===== config.mk =====
export PLATFORM = sky130hd
export DESIGN_NAME = led_fade_ctrl_flat
export DESIGN_NICKNAME = d
export VERILOG_FILES = /design/src/rtl/led_fade_ctrl_if.sv /design/src/rtl/led_fade_ctrl.sv /design/src/flat_wrapper.sv
export SDC_FILE = /design/constraint.sdc
export NUM_CORES = 1
export LEC_CHECK = 0
export CAP_MARGIN = 20
export CORE_MARGIN = 4
export CORE_UTILIZATION = 55
export CTS_CLUSTER_SIZE = 25
export DETAILED_ROUTE_END_ITERATION = 6
export DONT_BUFFER_PORTS = 1
export GPL_ROUTABILITY_DRIVEN = 0
export MAX_ROUTING_LAYER = met4
export PLACE_DENSITY = 0.74
export SLEW_MARGIN = 20
export SYNTH_ARGS = -nofsm -noshare
export SYNTH_HDL_FRONTEND = slang
export SYNTH_SLANG_ARGS = --single-unit

===== constraint.sdc =====
create_clock -name clk -period 3.8 [get_ports clk]
set_input_delay 0.38 -clock clk [delete_from_list [all_inputs] [get_ports clk]]
set_output_delay 0.38 -clock clk [all_outputs]
set_load 0.005 [all_outputs]

===== src/rtl/led_fade_ctrl_if.sv =====
// Command channel for led_fade_ctrl: valid/ready handshake carrying mode, target and rate.
interface led_fade_ctrl_if;
  logic       cmd_valid;
  logic       cmd_ready;
  logic [1:0] cmd_mode;
  logic [6:0] cmd_target;
  logic [7:0] cmd_rate;

  modport master (output cmd_valid, cmd_mode, cmd_target, cmd_rate, input cmd_ready);
  modport slave  (input cmd_valid, cmd_mode, cmd_target, cmd_rate, output cmd_ready);
endinterface


===== src/rtl/led_fade_ctrl.sv =====
// Duty-cycle sequencer: SET / RAMP / BREATHE commands, duty changes only at PWM frame boundaries.
module led_fade_ctrl #(
  parameter int PERIOD = 101,
  parameter int MAX_DC = 100
) (
  input  logic                 clk,
  input  logic                 rst_n,
  led_fade_ctrl_if.slave       cmd,
  input  logic                 stop,
  output logic [6:0]           dc,
  output logic                 frame_start,
  output logic                 busy,
  output logic                 done
);
  localparam int FW = $clog2(PERIOD);

  typedef enum logic [1:0] {IDLE, SET_WAIT, RAMP, BREATHE} state_e;

  state_e        r_state, w_state_nxt;
  logic [FW-1:0] r_fcnt;
  logic [6:0]    r_dc, w_dc_nxt, r_tgt, w_tgt_nxt;
  logic [7:0]    r_rate, w_rate_nxt, r_scnt, w_scnt_nxt;
  logic          r_up, w_up_nxt, r_done, w_done_nxt, r_fstart;
  logic          w_tick, w_step, w_accept;
  logic [6:0]    w_tgt_clamp, w_dc_inc, w_dc_dec, w_ramp_dc;

  assign w_tick      = (r_fcnt == FW'(PERIOD - 1));
  assign w_step      = (r_scnt == r_rate - 8'd1);
  assign cmd.cmd_ready = ((r_state == IDLE) || (r_state == BREATHE)) && !stop;
  assign w_accept    = cmd.cmd_valid && cmd.cmd_ready;
  assign w_tgt_clamp = (cmd.cmd_target > 7'(MAX_DC)) ? 7'(MAX_DC) : cmd.cmd_target;
  // saturating neighbours of dc; keeps the register inside 0..MAX_DC
  assign w_dc_inc    = (r_dc >= 7'(MAX_DC)) ? r_dc : r_dc + 7'd1;
  assign w_dc_dec    = (r_dc == 7'd0) ? r_dc : r_dc - 7'd1;
  assign w_ramp_dc   = (r_dc < r_tgt) ? w_dc_inc : w_dc_dec;

  always_comb begin
    w_state_nxt = r_state;
    w_dc_nxt    = r_dc;
    w_tgt_nxt   = r_tgt;
    w_rate_nxt  = r_rate;
    w_scnt_nxt  = r_scnt;
    w_up_nxt    = r_up;
    w_done_nxt  = 1'b0;
    if (stop) begin
      w_state_nxt = IDLE;
      w_scnt_nxt  = '0;
    end else if (w_accept) begin
      w_tgt_nxt  = w_tgt_clamp;
      w_rate_nxt = (cmd.cmd_rate == 8'd0) ? 8'd1 : cmd.cmd_rate;
      w_scnt_nxt = '0;
      case (cmd.cmd_mode)
        2'b01:   w_state_nxt = RAMP;
        2'b10: begin
          w_state_nxt = BREATHE;
          w_up_nxt    = (r_dc < w_tgt_clamp);
        end
        default: w_state_nxt = SET_WAIT;
      endcase
    end else if (w_tick) begin
      case (r_state)
        SET_WAIT: begin
          w_dc_nxt    = r_tgt;
          w_done_nxt  = 1'b1;
          w_state_nxt = IDLE;
        end
        RAMP: begin
          if (r_dc == r_tgt) begin
            w_done_nxt  = 1'b1;
            w_state_nxt = IDLE;
          end else if (w_step) begin
            w_scnt_nxt = '0;
            w_dc_nxt   = w_ramp_dc;
            if (w_ramp_dc == r_tgt) begin
              w_done_nxt  = 1'b1;
              w_state_nxt = IDLE;
            end
          end else begin
            w_scnt_nxt = r_scnt + 8'd1;
          end
        end
        BREATHE: begin
          if (w_step) begin
            w_scnt_nxt = '0;
            if (r_up) begin
              if (r_dc < r_tgt) w_dc_nxt = w_dc_inc;
              if (w_dc_inc >= r_tgt) w_up_nxt = 1'b0;
            end else begin
              w_dc_nxt = w_dc_dec;
              // a zero target pins dc at 0 instead of bouncing
              if (w_dc_dec == 7'd0 && r_tgt != 7'd0) w_up_nxt = 1'b1;
            end
          end else begin
            w_scnt_nxt = r_scnt + 8'd1;
          end
        end
        default: ;
      endcase
    end
  end

  always_ff @(posedge clk or negedge rst_n) begin
    if (!rst_n) begin
      r_state  <= IDLE;
      r_fcnt   <= '0;
      r_dc     <= '0;
      r_tgt    <= '0;
      r_rate   <= 8'd1;
      r_scnt   <= '0;
      r_up     <= 1'b0;
      r_done   <= 1'b0;
      r_fstart <= 1'b1;
    end else begin
      r_state  <= w_state_nxt;
      r_fcnt   <= w_tick ? '0 : r_fcnt + FW'(1);
      r_dc     <= w_dc_nxt;
      r_tgt    <= w_tgt_nxt;
      r_rate   <= w_rate_nxt;
      r_scnt   <= w_scnt_nxt;
      r_up     <= w_up_nxt;
      r_done   <= w_done_nxt;
      r_fstart <= w_tick;
    end
  end

  assign dc          = r_dc;
  assign frame_start = r_fstart;
  assign busy        = (r_state != IDLE);
  assign done        = r_done;
endmodule


===== src/flat_wrapper.sv =====
// flat-port wrapper written by rule: the top's interface ports become plain ports
module led_fade_ctrl_flat 
#(
  parameter int PERIOD = 101,
  parameter int MAX_DC = 100
)
  (clk, rst_n, stop, dc, frame_start, busy, done, cmd_cmd_valid, cmd_cmd_mode, cmd_cmd_target, cmd_cmd_rate, cmd_cmd_ready);
  led_fade_ctrl_if cmd_i ();
  input  logic clk;
  input  logic rst_n;
  input  logic stop;
  output logic [6:0] dc;
  output logic frame_start;
  output logic busy;
  output logic done;
  input wire logic [$bits(cmd_i.cmd_valid)-1:0] cmd_cmd_valid;
  input wire logic [$bits(cmd_i.cmd_mode)-1:0] cmd_cmd_mode;
  input wire logic [$bits(cmd_i.cmd_target)-1:0] cmd_cmd_target;
  input wire logic [$bits(cmd_i.cmd_rate)-1:0] cmd_cmd_rate;
  output wire logic [$bits(cmd_i.cmd_ready)-1:0] cmd_cmd_ready;
  assign cmd_i.cmd_valid = cmd_cmd_valid;
  assign cmd_i.cmd_mode = cmd_cmd_mode;
  assign cmd_i.cmd_target = cmd_cmd_target;
  assign cmd_i.cmd_rate = cmd_cmd_rate;
  assign cmd_cmd_ready = cmd_i.cmd_ready;
  led_fade_ctrl #(.PERIOD(PERIOD), .MAX_DC(MAX_DC)) u_core (.clk(clk), .rst_n(rst_n), .cmd(cmd_i), .stop(stop), .dc(dc), .frame_start(frame_start), .busy(busy), .done(done));
endmodule

==> results.yml, run 1 <==
grt:
  grt_use_met3: 0.0450
  globalRouteMet1Util: 0.324
  wire_length_of_the_first_global_routing_pass_um: 16000
  top_usage_layer: "met2"
  largest_net_degree_at_the_start_of_global_routing: 43
  grt-ovfl-total: 0
  grt_antenna_before_repair: 0
  global_route.usage.met2: 0.378
  grt_use_total: 0.246
  via_count_of_the_first_global_routing_pass: 3228
clock_network:
  cts_setup_buffers: 0
  path_clk_slew_ns: 0.08
  htree_num_levels: 2
  clk_path_buf_depth: 2
  numCtsBuffers: 5
  cts_tree: "yes"
  clock_sinks: 42
  later_pin_clock_latency_in_the_skew_report_ns: 0.30
  cts.repair.resized: 0
  cts.root.buffer_cell: "clkbuf_8"
  cts.hold.buffers_added: 2
die:
  dieArea_um2: 8270
  num_io_pins: 32
  floorplan.initialDensity: 0.582
  rows: 29
  die_width_um: 90.9
  chipHeight_um: 90.9
  fp.coreArea_um2: 6490
yosys:
  ys_seq_area_frac: 0.279
  post-synth-top-area-cell: "dfrtp_1"
  async_reset_ff_frac: 1.00
  net_count_synth: 502
  synth_edf_count: 0
  post_synth_top_flop: "dfrtp_1"
  synth_cells: 447
  ys_seq_elements: 42
  mappedNetlistArea_um2: 3780
  synth.area.top_cells: "dfrtp_1 (26%), ha_1 (11%), nand2_1 (5.1%)"
  syn-mean-instance-area_um2: 8.46
  ys.warnings.count: 0
  ys_types: 73
  post-synth-top-area-fraction: 0.265
timing:
  rsz_0062_raised_after_global_routing: "no"
  fin_crit_ns: 3.23
  final-setup-viol-count: 0
  finalCritPeriodShare: 0.850
  max_freq_ghz: 0.310
  timing_worst_slew_pin_value_ns: 0.585
  final.setup.tns_ns: 0
  timing.final.hold_violations: 0
  fin_skew_ns: 0.00316
  worst_slew_margin_rel: 0.608
  report.final.slew_viol_count: 0
drt:
  drt.antenna.violating_nets: 0
  routedWlPerCell_um: 18.3
  dr.first_iter.drc_count: 199
  vias: 3359
  detail_route.wirelength_um: 9570
  drt_pre_antenna_iters: 5
  drc: 0
  via_per_inst: 6.42
cells_and_area:
  final_cell_count_no_fill: 523
  number_of_antenna_cells_inserted: 0
  area_growth_pct: 6.62
  layout-drive-gt1-share: 0.110
  numnets_final: 500
  num-fill-cells: 540
worst_setup_path:
  timing.critical_path.from_type: "flip-flop"
  path_class: "reg -> reg"
  arrival_time_worst_endpoint_ns: 3.45
  critical_path.endpoint_type: "flip-flop"
  critical_path.max_fanout: 6
  crit_required_ns: 4.02
min_path:
  min-delay-path-class: "in -> reg"
place:
  placement.io_buffers: 0
  dpl.hpwl_um: 7270
  placedCellCount: 513
pwr:
  ir_drop_mv: 0.296
  standby_leakage_power_nw: 1.82
  p_per_area_nw_per_um2: 414
run:
  number_of_max_cap_violations: 0
outcome:
  outcome: "finished clean"
## worst max-delay path, cell delays in order (launching register included)
cell	delay [ns]
dfstp_2	0.57
inv_1	0.06
ha_1	0.30
xnor2_1	0.12
or4_1	0.55
nor4_4	0.47
or4b_1	0.46
or4_1	0.44
a211oi_2	0.18
## final timing paths
| path | start | to | slack (ns) | cells after the start |
|---|---|---|---|---|
| max reg2reg | u_core.r_rate[0] | u_core.done | 0.57 | 8 |
| min in group asynchronous | rst_n | u_core.r_rate[3] | 0.53 | 2 |
| min | cmd_cmd_rate[4] | u_core.r_rate[4] | 0.18 | 2 |
| max | u_core.r_rate[0] | u_core.done | 0.57 | 8 |
| max in group asynchronous | rst_n | u_core.frame_start | 2.99 | 2 |
| min reg2reg | u_core.r_fcnt[0] | u_core.r_fcnt[0] | 0.49 | 1 |
## power by group
| part | internal [W] | switching [W] |
|---|---|---|
| Combinational | 0.000254 | 0.000362 |
| Clock | 0.000280 | 0.000160 |
| Sequential | 0.000502 | 0.000109 |
## metrics by stage
step | total power (W) | hold WS (ns) | cell area, um^2 | util | setup slack, ns
final | 0.00167 | 0.182 | 4030 | 0.621 | 0.571
after global routing | 0.00178 | 0.166 | 4030 | 0.621 | 0.421
after CTS | 0.00166 | 0.177 | 4030 | 0.621 | 0.558
after detailed placement | 0.00120 | 0.0857 | 3860 | 0.594 | 0.565
after global placement | 0.00118 | 0.0854 | 3860 | 0.594 | 0.639
after floorplan | 0.00106 | 0.0844 | 3780 | - | 0.681
## cell families after synthesis
family,count (synthesis),share of synthesized area
muxes,17,0.0496
buffers and inverters,53,0.0556
DFF,42,0.279
and+or+nand+nor,165,0.236
xor gates and xnor gates,25,0.0615
AOI/OAI and AO/OA,111,0.207
adders and majority gates,34,0.112
## sequential cells by signal, indices dropped and copies added, names as in the netlist
register            count
u_core.r_tgt            7
u_core.done             1
u_core.r_up             1
u_core.r_fcnt           7
u_core.frame_start      1
u_core.r_state          2
u_core.r_scnt           8
u_core.r_rate           8
u_core.dc               7
## cell usage in the layout (no fill, tap or decap), drive strengths merged, types with 5 or more instances in the layout
| master | count |
|---|---|
| a21o | 10 |
| a21oi | 20 |
| and3 | 6 |
| buf | 10 |
| clkbuf | 6 |
| dfrtp | 40 |
| ha | 34 |
| inv | 33 |
| mux2 | 5 |
| mux2i | 12 |
| nand2 | 51 |
| nand2b | 6 |
| nand3 | 9 |
| nor2 | 37 |
| nor3 | 10 |
| nor3b | 8 |
| nor4 | 7 |
| o21ai | 34 |
| or3 | 5 |
| or4 | 5 |
| xnor2 | 20 |
## Yosys cell counts, types with 9 or more instances
cell,instances
mux2i_1,12
a21o_1,10
nor2_1,37
nand2_1,51
a21oi_1,20
ha_1,34
clkbuf_1,15
o21ai_0,29
dfrtp_1,40
inv_1,33
nand3_1,9
xnor2_1,20
nor3_1,9
## cell type report
type	count	area (um^2)	share of cell area
timing repair buffer	11	97.6	0.0242
multi-input combinational	352	2520	0.625
tap	77	96.3	0.0239
sequential	42	1050	0.261
clock inverter	2	60.1	0.0149
inverter	33	124	0.0307
clock buffer	6	82.6	0.0205
## per-layer routing
layer  vias to the layer above  routed length (um)  part of all wire
li1                       1594                   -                 -
met1                      1586                4240              0.44
met2                       153                4270              0.45
met3                        26                 805             0.084
met4                         0                 251             0.026
met5                         -                   0                 0
(Power assumes the default switching activity.)
==> inputs of run 2 (changes only) <==
--- a/config.mk
+++ b/config.mk
@@ -13,7 +13,7 @@
 export DONT_BUFFER_PORTS = 1
 export GPL_ROUTABILITY_DRIVEN = 0
 export MAX_ROUTING_LAYER = met4
-export PLACE_DENSITY = 0.74
+export PLACE_DENSITY = 0.77
 export SLEW_MARGIN = 20
 export SYNTH_ARGS = -nofsm -noshare
 export SYNTH_HDL_FRONTEND = slang
==> constraint.sdc (replaced) <==
create_clock -name clk -period 2.8 [get_ports clk]
set_input_delay 0.28 -clock clk [delete_from_list [all_inputs] [get_ports clk]]
set_output_delay 0.28 -clock clk [all_outputs]
set_load 0.005 [all_outputs]
==> run 2 against run 1 <==
The run now ends with negative setup slack left. Clock-buffer cell count shrank 1. Final cell count grew 9.8%. Register-to-register slack lost 0.72 ns. Cell area grew 12%. Core utilization grew 7.7 points. Global-route usage grew 2.1 points. Critical path depth is the same. Combinational power grew 88%. Die area is the same. Maximum frequency grew 9.6%. Largest cell class unchanged. Largest power group unchanged. Highest routed layer unchanged.
==> results.yml, run 2 (synthesis results as in run 1) <==
drt:
  drc: 0
  routedWlPerCell_um: 18.5
  drt.antenna.violating_nets: 0
  dr.first_iter.drc_count: 286
  via_per_inst: 6.42
  drt_pre_antenna_iters: 6
  detail_route.wirelength_um: 10600
  vias: 3684
grt:
  grt-ovfl-total: 0
  via_count_of_the_first_global_routing_pass: 3659
  grt_use_total: 0.267
  largest_net_degree_at_the_start_of_global_routing: 43
  wire_length_of_the_first_global_routing_pass_um: 17500
  grt_antenna_before_repair: 0
cells_and_area:
  fin_util: 0.698
  num-fill-cells: 482
  most-common-layout-cells: "buf_4 (53), nand2_1 (50), dfrtp_1 (39)"
  multi_input_area_um2: 2620
  number_of_antenna_cells_inserted: 0
  biggestRegsByFlops: "u_core.r_rate: 8 flops, u_core.r_scnt: 8 flops"
  area_growth_pct: 19.8
  area.sequential_um2: 1050
  layout-drive-gt1-share: 0.239
  numnets_final: 551
  finish.instance_area_um2: 4530
  layout.cells.most_common: "buf_4"
place:
  placement.io_buffers: 0
  dpl-instance-area_um2: 4250
  dpl.hpwl_um: 8060
die:
  chipHeight_um: 90.9
  floorplan.initialDensity: 0.582
  dieArea_um2: 8270
  rows: 29
  fp.coreArea_um2: 6490
  num_io_pins: 32
  die_width_um: 90.9
timing:
  timing.final.hold_violations: 0
  fin_crit_ns: 2.95
  finalCritPeriodShare: 1.05
  report.final.slew_viol_count: 0
  setup_ws_ns: -0.146
  post_route_worst_hold_slack_ns: 0.0907
  max_freq_ghz: 0.339
  final-setup-viol-count: 8
  timing_worst_slew_pin_value_ns: 0.699
  worst_slew_margin_rel: 0.532
  fin_skew_ns: 0.00730
  rsz_0062_raised_after_global_routing: "yes"
pwr:
  sw_frac_of_total: 0.394
  finalPower_w: 0.00239
  p_per_area_nw_per_um2: 529
  pwr-share-comb: 0.483
  power.clock.fraction: 0.202
  seqPwrFrac: 0.315
  internal_power_w: 0.00145
  net_switching_w: 0.000944
  standby_leakage_power_nw: 2.08
  ir_drop_mv: 0.299
clock_network:
  later_pin_clock_latency_in_the_skew_report_ns: 0.30
  path_clk_slew_ns: 0.08
  cts.root.buffer_cell: "clkbuf_8"
  htree_num_levels: 2
  numCtsBuffers: 5
  clk_path_buf_depth: 2
  clock_sinks: 42
  cts_tree: "yes"
worst_setup_path:
  worstPathCellList: "or4_4, nor4_4, a211o_1, a41oi_2, nor4_4, or4b_1, or4_4, a211oi_2"
  cp_top_family: "simple AND/OR/NAND/NOR gates"
  timing.critical_path.slowest_cell_delay_ns: 0.58
  timing.critical_path.from_type: "flip-flop"
  crit_required_ns: 3.02
  critical_path.endpoint_type: "flip-flop"
  critical-path-slowest-cell: "or4_4"
  path_class: "reg -> reg"
  critical_path.n_buffers_inverters: 0
  critical_path.max_fanout: 6
  arrival_time_worst_endpoint_ns: 3.17
run:
  number_of_max_cap_violations: 0
outcome:
  outcome: "finished, violations left"
  violations_in_the_final_reports: "negative setup slack"
min_path:
  min-delay-path-class: "in -> reg"
[run 2: cell count changes in the layout (fill, tap and decap cells not counted), sizes merged]
cell | before | now
bufinv | 2 | 1
clkbuf | 6 | 5
buf | 10 | 61
clkinv | 0 | 2
[run 2: path summary, 6_finish.rpt]
path / startpoint / to / slack (ns) / depth (start not counted)
max in group asynchronous: rst_n / u_core.frame_start / 2.01 / 2
max: u_core.r_rate[0] / u_core.done / -0.15 / 8
min reg2reg: u_core.r_fcnt[0] / u_core.r_fcnt[0] / 0.49 / 1
min in group asynchronous: rst_n / u_core.dc[3] / 0.50 / 2
min: cmd_cmd_rate[4] / u_core.r_rate[4] / 0.09 / 2
max reg2reg: u_core.r_rate[0] / u_core.done / -0.15 / 8
[run 2: stage by stage]
| step | cells | TNS [ns] | worst slack (ns) |
|---|---|---|---|
| 3_5_place_dp | 560 | -1.01 | -0.167 |
| 3_3_place_gp | 560 | -0.333 | -0.0822 |
| 6_report | 574 | -0.690 | -0.146 |
| 2_1_floorplan | 447 | -0.129 | -0.0430 |
| 5_1_grt | 574 | -2.46 | -0.336 |
| 4_1_cts | 570 | -0.760 | -0.153 |
[run 2: timing repair]
action,CTS,global route
setup endpoints to repair,16,16
buffers inserted,0,4
hold endpoints to repair,42,0
gates resized for setup,6,26
hold buffers,2,0
pin swaps,5,11
[run 2: layout make-up]
| type | instances | area share |
|---|---|---|
| flip-flops and latches | 42 | 0.233 |
| inverters | 33 | 0.0273 |
| clock inverters | 3 | 0.00884 |
| well taps | 77 | 0.0213 |
| multi-input cells | 352 | 0.579 |
| clock buffers | 5 | 0.0152 |
| repair buffers | 62 | 0.115 |
[run 2: power by group through the flow]
stage / registers (W) / clock network [W] / logic, W
after floorplan: 0.000759 / 0 / 0.000699
after global placement: 0.000759 / 0 / 0.00102
after detailed placement: 0.000763 / 0 / 0.00106
after CTS: 0.000752 / 0.000487 / 0.00109
after global routing: 0.000765 / 0.000512 / 0.00127
final: 0.000755 / 0.000483 / 0.00116
[run 2: per-layer routing]
layer / vias to the layer above / track usage / wire length, um
li1: 1700 / - / -
met3: 30 / 0.0542 / 1120
met1: 1751 / 0.350 / 4350
met5: - / - / 0
met4: 0 / 0.0967 / 297
met2: 203 / 0.408 / 4860
